[src/rtl/run_controller_if.sv]
// Command port of the run controller: opcode plus 8-bit argument under a valid/ready handshake.
interface run_controller_if;
  logic       cmd_vld;
  logic       cmd_rdy;
  logic [2:0] cmd_dat;
  logic [7:0] arg_dat;

  modport master (output cmd_vld, cmd_dat, arg_dat, input cmd_rdy);
  modport slave  (input cmd_vld, cmd_dat, arg_dat, output cmd_rdy);
endinterface

[src/rtl/run_controller.sv]
// Run/halt/step sequencer gating the CPU fetch/execute enable, with one PC breakpoint, STOP detect and retire counter.
// cpu_en is combinational (no register stage); commands are back-pressured while a STEP or DRAIN finishes its instruction.
module run_controller #(
  parameter int         CNT_W   = 16,
  parameter logic [3:0] STOP_OP = 4'hF
) (
  input  logic             clk_i,
  input  logic             clr_i,
  run_controller_if.slave  cmd_if,
  input  logic [7:0]       pc_i,
  input  logic             fetch_i,
  input  logic [3:0]       opcode_i,
  output logic             cpu_en_o,
  output logic             halted_o,
  output logic             bp_hit_o,
  output logic             stopped_o,
  output logic [CNT_W-1:0] instr_count_o
);

  typedef enum logic [2:0] {S_HALT, S_RUN, S_STEP, S_DRAIN, S_STOP} state_e;

  localparam logic [2:0] CMD_RUN    = 3'd1;
  localparam logic [2:0] CMD_HALT   = 3'd2;
  localparam logic [2:0] CMD_STEP   = 3'd3;
  localparam logic [2:0] CMD_SETBP  = 3'd4;
  localparam logic [2:0] CMD_CLRBP  = 3'd5;
  localparam logic [2:0] CMD_CLRCNT = 3'd6;

  localparam logic [CNT_W-1:0] CNT_MAX = {CNT_W{1'b1}};
  localparam logic [CNT_W-1:0] CNT_ONE = CNT_W'(1);

  state_e           state_q, state_d;
  logic             bp_en_q, bp_en_d;
  logic [7:0]       bp_addr_q, bp_addr_d;
  logic             bp_skip_q, bp_skip_d;
  logic             bp_hit_q, bp_hit_d;
  logic [CNT_W-1:0] count_q, count_d;

  logic cmd_fire;
  logic bp_match;
  logic retire;
  logic stop_hit;
  logic run_cmd;
  logic step_cmd;

  assign cmd_fire = cmd_if.cmd_vld && cmd_if.cmd_rdy;
  assign run_cmd  = cmd_fire && (cmd_if.cmd_dat == CMD_RUN);
  assign step_cmd = cmd_fire && (cmd_if.cmd_dat == CMD_STEP);
  assign bp_match = bp_en_q && fetch_i && (pc_i == bp_addr_q) && !bp_skip_q;
  assign retire   = cpu_en_o && !fetch_i;
  assign stop_hit = retire && (opcode_i == STOP_OP);

  always_ff @(posedge clk_i) begin
    if (clr_i) begin
      state_q <= S_HALT;
    end else begin
      state_q <= state_d;
    end
  end

  always_comb begin
    state_d = state_q;
    case (state_q)
      S_HALT: begin
        if (run_cmd)       state_d = S_RUN;
        else if (step_cmd) state_d = S_STEP;
      end
      S_RUN: begin
        if (stop_hit)      state_d = S_STOP;
        else if (bp_match) state_d = S_HALT;
        // A halt request that lands on a retire cycle has nothing left to drain.
        else if (cmd_fire && cmd_if.cmd_dat == CMD_HALT)
          state_d = retire ? S_HALT : S_DRAIN;
      end
      S_STEP, S_DRAIN: begin
        if (retire) state_d = stop_hit ? S_STOP : S_HALT;
      end
      S_STOP:  state_d = S_STOP;
      default: state_d = S_HALT;
    endcase
  end

  always_comb begin
    cpu_en_o       = 1'b0;
    cmd_if.cmd_rdy = 1'b1;
    halted_o       = 1'b0;
    stopped_o      = 1'b0;
    case (state_q)
      S_HALT:  halted_o = 1'b1;
      S_RUN:   cpu_en_o = !bp_match;
      S_STEP, S_DRAIN: begin
        cpu_en_o       = 1'b1;
        cmd_if.cmd_rdy = 1'b0;
      end
      S_STOP:  stopped_o = 1'b1;
      default: ;
    endcase
  end

  always_comb begin
    bp_en_d   = bp_en_q;
    bp_addr_d = bp_addr_q;
    bp_skip_d = bp_skip_q;
    bp_hit_d  = bp_hit_q;
    count_d   = count_q;
    if (retire) bp_skip_d = 1'b0;
    if (retire && count_q != CNT_MAX) count_d = count_q + CNT_ONE;
    if (cmd_fire) begin
      case (cmd_if.cmd_dat)
        CMD_SETBP: begin
          bp_addr_d = cmd_if.arg_dat;
          bp_en_d   = 1'b1;
        end
        CMD_CLRBP:  bp_en_d = 1'b0;
        CMD_CLRCNT: count_d = '0;
        default: ;
      endcase
    end
    // Resuming from a breakpoint must execute the instruction at bp_addr once.
    if (state_q == S_HALT && run_cmd) begin
      bp_hit_d  = 1'b0;
      bp_skip_d = 1'b1;
    end
    if (state_q == S_HALT && step_cmd) bp_hit_d = 1'b0;
    if (state_q == S_RUN && !stop_hit && bp_match) bp_hit_d = 1'b1;
  end

  always_ff @(posedge clk_i) begin
    if (clr_i) begin
      bp_en_q   <= 1'b0;
      bp_addr_q <= 8'h00;
      bp_skip_q <= 1'b0;
      bp_hit_q  <= 1'b0;
      count_q   <= '0;
    end else begin
      bp_en_q   <= bp_en_d;
      bp_addr_q <= bp_addr_d;
      bp_skip_q <= bp_skip_d;
      bp_hit_q  <= bp_hit_d;
      count_q   <= count_d;
    end
  end

  assign bp_hit_o      = bp_hit_q;
  assign instr_count_o = count_q;

endmodule

[src/flat_wrapper.sv]
// flat-port wrapper written by rule: the top's interface ports become plain ports
module run_controller_flat 
#(
  parameter int         CNT_W   = 16,
  parameter logic [3:0] STOP_OP = 4'hF
)
  (clk_i, clr_i, pc_i, fetch_i, opcode_i, cpu_en_o, halted_o, bp_hit_o, stopped_o, instr_count_o, cmd_if_cmd_vld, cmd_if_cmd_dat, cmd_if_arg_dat, cmd_if_cmd_rdy);
  run_controller_if cmd_if_i ();
  input  logic clk_i;
  input  logic clr_i;
  input  logic [7:0] pc_i;
  input  logic fetch_i;
  input  logic [3:0] opcode_i;
  output logic cpu_en_o;
  output logic halted_o;
  output logic bp_hit_o;
  output logic stopped_o;
  output logic [CNT_W-1:0] instr_count_o;
  input wire logic [$bits(cmd_if_i.cmd_vld)-1:0] cmd_if_cmd_vld;
  input wire logic [$bits(cmd_if_i.cmd_dat)-1:0] cmd_if_cmd_dat;
  input wire logic [$bits(cmd_if_i.arg_dat)-1:0] cmd_if_arg_dat;
  output wire logic [$bits(cmd_if_i.cmd_rdy)-1:0] cmd_if_cmd_rdy;
  assign cmd_if_i.cmd_vld = cmd_if_cmd_vld;
  assign cmd_if_i.cmd_dat = cmd_if_cmd_dat;
  assign cmd_if_i.arg_dat = cmd_if_arg_dat;
  assign cmd_if_cmd_rdy = cmd_if_i.cmd_rdy;
  run_controller #(.CNT_W(CNT_W), .STOP_OP(STOP_OP)) u_core (.clk_i(clk_i), .clr_i(clr_i), .cmd_if(cmd_if_i), .pc_i(pc_i), .fetch_i(fetch_i), .opcode_i(opcode_i), .cpu_en_o(cpu_en_o), .halted_o(halted_o), .bp_hit_o(bp_hit_o), .stopped_o(stopped_o), .instr_count_o(instr_count_o));
endmodule
[config.mk]
export PLATFORM = sky130hd
export DESIGN_NAME = run_controller_flat
export DESIGN_NICKNAME = d
export VERILOG_FILES = /design/src/rtl/run_controller_if.sv /design/src/rtl/run_controller.sv /design/src/flat_wrapper.sv
export SDC_FILE = /design/constraint.sdc
export NUM_CORES = 1
export LEC_CHECK = 0
export ABC_AREA = 1
export ABC_CLOCK_PERIOD_IN_PS = 1700
export CORE_MARGIN = 4
export CORE_UTILIZATION = 48
export DETAILED_ROUTE_END_ITERATION = 16
export PLACE_DENSITY = 0.79
export SETUP_SLACK_MARGIN = 0.4
export SYNTH_ARGS = -nofsm -noshare
export SYNTH_HDL_FRONTEND = slang
export SYNTH_SLANG_ARGS = --single-unit
[constraint.sdc]
create_clock -name clk_i -period 1.7 [get_ports clk_i]
set_input_delay 0.34 -clock clk_i [delete_from_list [all_inputs] [get_ports clk_i]]
set_output_delay 0.34 -clock clk_i [all_outputs]
set_load 0.02 [all_outputs]
Word level (Yosys, flattened, before mapping)
Cells that the tools add are included.
{ "totals": {"ff_bits": 30, "wordCells": 71, "input_bits": 27, "output_inout_bits": 21} }
{ "op_classes": {"n_eq_ne": 16, "reduce_logical": 26, "muxes": 22, "add_sub_neg": 1} }
{ "ops": {"columns": ["op", "count"], "rows": [
  ["2-to-1 mux 16 bit", 3],
  ["2-to-1 mux 3 bit", 7],
  ["adder 16 x 1 -> 16 bit (second input constant)", 1],
  ["inequality test 16 bit (second input constant)", 1],
  ["logical AND 1 bit", 14],
  ["== test 3 x 2 -> 1 bit (second input constant)", 4],
  ["== test 3 bit (second input constant)", 4],
  ["case mux 3 bit (4 select lines)", 1],
  ["== test 8 bit", 1],
  ["2-to-1 mux 1 bit", 8],
  ["== test 3 x 1 -> 1 bit (second input constant)", 2],
  ["== test 4 bit (second input constant)", 1],
  ["logical NOT 1 bit", 4],
  ["inequality test 4 x 1 -> 1 bit (second input constant)", 1],
  ["case mux 1 bit (2 select lines)", 2],
  ["AND reduction 2 bit", 2],
  ["nonzero test 2 bit", 2],
  ["logical NOT 3 bit", 1],
  ["inequality test 3 x 1 -> 1 bit (second input constant)", 1],
  ["AND reduction 3 bit", 1],
  ["nonzero test 3 bit", 1],
  ["2-to-1 mux 2 bit", 1],
  ["inequality test 2 x 1 -> 1 bit (second input constant)", 1],
  ["OR reduction 2 bit", 1]
]} }

Longest topological paths before layout
{ "depth": {"depth_word": 11, "ltp_mapped": 14, "mapped_depth_nobuf": 14} }

Worst setup path before layout
OpenSTA, ideal clock, no wires.
{ "synth_path": {"kind": "register to register", "start": "register u_core.count_q[0] (netlist: u_core.instr_count_o[0])", "end": "register u_core.count_q[3] (netlist: u_core.instr_count_o[3])", "setup_ns": 0.117, "arrival_time_ns": 1.606, "path_slack_ns": -0.023, "path_buffers": 1, "path_stages_with_launch": 10, "required_ns": 1.583, "period_less_slack_ns": 1.723, "path_cell_list": "dfxtp_1 > ha_1 > nand3_1 > inv_2 > nand2_2 > nor2_4 > nand3_4 > buf_2 > nand3b_1 > a21oi_2"} }
{ "synth_between": {"elab_chain_len": 5, "elab_cells_between_ends": 6, "classes_between": "1 x add/sub; 1 x eq/ne; 3 x mux; 1 x reduce/logical"} }
{ "synth_lines": {"columns": ["item", "line", "source"], "rows": [
  ["from (decl)", "run_controller.sv:37", "logic [CNT_W-1:0] count_q, count_d;"],
  ["from (signal assigned)", "run_controller.sv:140", "count_q <= count_d;"],
  ["branches (longest 2 deep; another with adder 16 x 1 -> 16 bit)", null, null],
  ["2-to-1 mux 16 bit *", "run_controller.sv:107", "if (retire && count_q != CNT_MAX) count_d = count_q + CNT_ONE;"],
  ["2-to-1 mux 16 bit", "run_controller.sv:109", "case (cmd_if.cmd_dat)"],
  ["2-to-1 mux 16 bit *", "run_controller.sv:108", "if (cmd_fire) begin"]
]} }
Every way passes the cells marked *.
A chain may end at the register's enable or synchronous reset.

Worst setup path after layout
{ "layout_path": {"start": "register u_core.bp_addr_q[6]", "end": "output cpu_en_o"} }
{ "layout_between": {"elab_chain_len": 5} }
{ "layout_lines": {"columns": ["item", "line", "source"], "rows": [
  ["from (decl)", "run_controller.sv:34", "logic [7:0] bp_addr_q, bp_addr_d;"],
  ["from (signal assigned)", "run_controller.sv:137", "bp_addr_q <= bp_addr_d;"],
  ["== test 8 bit", "run_controller.sv:49", "assign bp_match = bp_en_q && fetch_i && (pc_i == bp_addr_q) && !bp_skip_q;"],
  ["logical AND 1 bit (2 in series)", "run_controller.sv:49", null],
  ["logical NOT 1 bit", "run_controller.sv:90", "S_RUN: cpu_en_o = !bp_match;"],
  ["case mux 1 bit (2 select lines)", "run_controller.sv:88", "case (state_q)"],
  ["to (decl)", "flat_wrapper.sv:14", "output logic cpu_en_o;"]
]} }
Every way passes these cells.

==> run summary <==
After synthesis, the largest area contributor takes up 32.81% of total cell area. The total overflow left after global routing is 0. The setup check on the worst reg-to-reg path leaves a slack of -50 ps.

The slew at the pin closest to its max-slew limit was 418.4 ps; the detailed-routing iteration count for the pre-antenna-repair pass was 4. Measured along the x axis, the die boundary spans 69.76 um. The run gives 362 as the instance count after placement with tap cells included.

Setup violations remaining at the end of the flow were counted as 14. The first global-routing pass estimated 8.825 mm of wire. The deepest clock path buffer count came out at 2. For this design the total switching power over the nets is 1162 uW.

The tools report the accumulated negative setup slack as -397.3 ps. In this run the tightest slew margin relative to its limit is 72.08%. Each instance of the synthesized netlist takes up on average 7.123 um^2. Achievable clock frequency: 557.3 MHz. The path with the worst hold slack has its endpoint at u_core.bp_addr_q[7]. Once placement finished, the instance area stood at 0.002536 mm^2. The detailed router finished its first iteration with 189 violations. For this design the ratio of total power to cell area is 964.7 mW/mm^2.

The run gives 51.0% as the logic gate share of total power. Input and output buffers added on the ports amount to 47. Internal power comes to 1749 uW.

The startpoint identified for the worst register-to-register timing path is u_core.bp_addr_q[6]. The type of element launching the critical path was a flip-flop. For the initial antenna violation count, the log shows 0.

For the die area, the log shows 0.004866 mm^2. For this run, the register share of the synthesized area comes to 32.81%. The run gives 0.001229 uW as the reported leakage power. In this run, flip-flops and latches consume 28.0% of the power. The run gives 0.001370 mm^2 as the area occupied by multi-input gates.

The worst setup path is of the reg -> out kind. The most common cell in the synthesized netlist is nand2_1. The final cell area excluding filler cells came out at 0.003018 mm^2. Setup repair after global routing could not meet its margin everywhere.

The floorplan step set the die height to 69.76 um. For the count of synthesis-stage warnings from yosys, the log shows 0. The worst hold path belongs to the class reg -> reg. The start point of the worst min-delay path was u_core.bp_addr_q[7].

In this run the worst setup path begins at u_core.bp_addr_q[6]. The tool flagged a number of max-cap violations equal to 0. At the worst endpoint, the required time is 1360 ps.

Root buffer selected by CTS: clkbuf_8. Dividing the detail-routed via count by the number of cells gives 5.447. After clock tree synthesis, the flow added hold-fix buffers numbering 0. Counting every instance in the synthesized netlist gives 257.

The setup slack of the critical path after layout is -94.45 ps, and the clock transition time at the flip-flop clock pins of the worst setup and hold paths is 60 ps. Along the worst path, the maximum fanout reaches 2. By area the synthesized netlist is led by dfxtp_1 (33%), nand2_1 (10%), nor2_1 (5.7%), nand3_1 (5.2%), inv_1 (4.9%). The tools report the number of sinks on the clock net as 30. Share of cells above drive strength 1: 48.21%.

Detailed placer's ending HPWL: 3.359 mm. The total via count in the routed design is 2,097, and the max-slew violation total from the final report is 0. The number of global-route vias before repair is 1,961. TritonCTS built the clock tree.

Counting flops with a built-in enable in the synthesized netlist gives 0. The logs give 0.6085 mV for the worst IR drop on VDD and 363 for the number of nets in the layout. The flow ran to the end, but the final reports show violations. Counting instances, the worst hold path has a depth of 2.

The number of placement rows was 22; the shortest period the worst path allows was 1794 ps. Counting every net in the synthesized netlist gives 285. Capture point of the worst reg-to-reg path: u_core.state_q[1].

In this run, synthesis produced a sequential element count of 30. Entering global routing, the biggest net connects 14 pins. The largest area contributor in the synthesized netlist is dfxtp_1. Once the floorplan was initialized, standard cells occupied 50.00% of the core.

The mapped netlist covers 0.001831 mm^2. In this run the number of H-tree levels came out at 2. The most used flip-flop cell after synthesis was dfxtp_1. The number of top-level pins was 48; the average wire per cell in the routed design was 15.88 um.

Data arrives at the worst endpoint at 1450 ps. The clock network is responsible for 20.9% of the overall power. The final reports fail on negative setup slack.

Between clock sinks in the finished design, the worst skew comes to 8.754 ps. Net switching is 39.92% of the power. The tightest hold path in the finished design has a slack of 484.6 ps.

The run gives 641.9 um^2 as the register area. From synthesis to final layout, the design area changed by 64.87%. For the final-layout fill cell count, the log shows 220. The count of unresolved DRC violations after routing is 0. Once layout is complete, the cells apart from fillers number 385. The clock insertion delay at the later pin of the skew report was 290 ps; the post-route fraction of the period consumed by the critical path was 105.6%. The number of cells on the worst reg-to-reg path came out at 13. In the synthesized netlist the async set-or-reset flop fraction comes to 0%. The total power consumption of the routed design is 2911 uW. The logs give 22.45% for the global routing usage summed across all routing layers and 0.9129 for the placer congestion estimate. The commonest cells after synthesis are nand2_1 (50), dfxtp_1 (30), nor2_1 (28). After synthesis, the netlist uses 31 different library cells.

The number of routed nets with antenna violations was 0; the number of buffers created by CTS was 5. The final number of hold-violating endpoints is 0, and the core outline area is 0.003661 mm^2. The worst setup path is captured at an output port. The tools report the post-detailed-routing wire length as 6.112 mm.
## power groups by stage
stage	clock network (uW)	registers [uW]	logic (uW)
2_1_floorplan	0	843	605
3_3_place_gp	0	828	989
3_5_place_dp	0	829	998
4_1_cts	603	810	1250
5_1_grt	640	820	1570
6_report	610	816	1490
## flip-flops by register name, indices dropped and copies added, names as in the netlist
signal                cells
u_core.instr_count_o     16
u_core.bp_addr_q          8
u_core.bp_skip_q          1
u_core.bp_hit_o           1
u_core.state_q            3
u_core.bp_en_q            1
## area by class of cell
class                           count  share of cell area (%)
Clock buffer                        7                   2.861
Timing Repair inverter              1                  0.2073
Multi-Input combinational cell    191                   45.40
Inverter                           32                   4.643
Tap cell                           48                   1.990
Sequential cell                    30                   21.27
Timing Repair Buffer               74                   23.38
Clock inverter                      1                  0.1658
Antenna cell                        1                 0.08292
## metrics by stage
stage          setup slack, ps  util [%]
5_1_grt                 -128.8     82.37
2_1_floorplan            251.0         -
6_report                -94.45     82.43
3_3_place_gp            -529.0     69.28
4_1_cts                  44.57     78.37
3_5_place_dp            -540.2     69.28
## how the worst max path moves through the flow
| stage | end | slack [ps] | depth (start not counted) |
|---|---|---|---|
| 6_report | cpu_en_o | -90 | 7 |
| 5_1_grt | cpu_en_o | -130 | 7 |
| 4_1_cts | cpu_en_o | 40 | 7 |
| 3_5_place_dp | cpu_en_o | -540 | 9 |
| 3_3_place_gp | cpu_en_o | -530 | 9 |
| 2_1_floorplan | u_core.instr_count_o[13] | 250 | 10 |
## critical path, cell delays in order (launching register included)
cell	delay (ps)
dfxtp_1	330
xnor2_1	220
nand3_1	140
nor2_2	140
nand2_2	80
nand2_4	80
nand2_4	50
buf_6	120
## what timing repair did
item                                    CTS  global route
setup buffers                             9             3
gates resized for setup                 122            67
pin swaps                                16            18
endpoints found under the setup margin   50            46
cloned                                    2             0
## kinds of logic (layout without fill, tap and decap cells)
logic type,Yosys count,after routing,synth area share [%]
and+or+nand+nor,138,139,38.35
buffers and inverters,37,115,9.160
AOI/OAI and AO/OA,36,36,11.83
DFF,30,30,32.81
xor gates and xnor gates,15,15,7.177
adders and majority gates,1,1,0.6834
other,0,1,0
## layer usage
layer  up-vias  share of wire (%)  track usage [%]
met2        87                 50            39.30
met3        30                5.9            6.377
li1        996                  -                -
met5         -                  0                0
met4         0                3.6            7.872
met1       984                 40            26.04
## cells in the final DEF, fill, tap and decap left out, types with 3 or more instances in the layout
cell type / netlist / final
clkdlybuf4s50_1: 0 / 16
inv_1: 24 / 23
buf_6: 0 / 13
nor3_2: 1 / 4
dfxtp_4: 0 / 4
nand2_1: 50 / 41
nor2_2: 5 / 7
o21ai_1: 1 / 6
buf_2: 2 / 9
o21ai_2: 0 / 4
a21oi_1: 13 / 7
nand3_2: 0 / 4
dlygate4sd2_1: 0 / 8
nand4_1: 7 / 7
xor2_1: 9 / 9
nor2_1: 28 / 20
clkbuf_8: 0 / 6
dfxtp_1: 30 / 5
nand2_4: 4 / 4
dfxtp_2: 0 / 21
nand3_4: 1 / 5
a21oi_2: 9 / 15
nand3_1: 19 / 11
nor2_4: 1 / 7
o21ai_0: 12 / 3
nand3b_1: 8 / 8
clkdlybuf4s15_2: 0 / 5
nand2_8: 1 / 5
inv_2: 7 / 5
buf_12: 1 / 4
buf_4: 2 / 14
nand2_2: 5 / 11
xnor2_1: 6 / 4
Note: power is estimated with default switching activity, not from simulation.
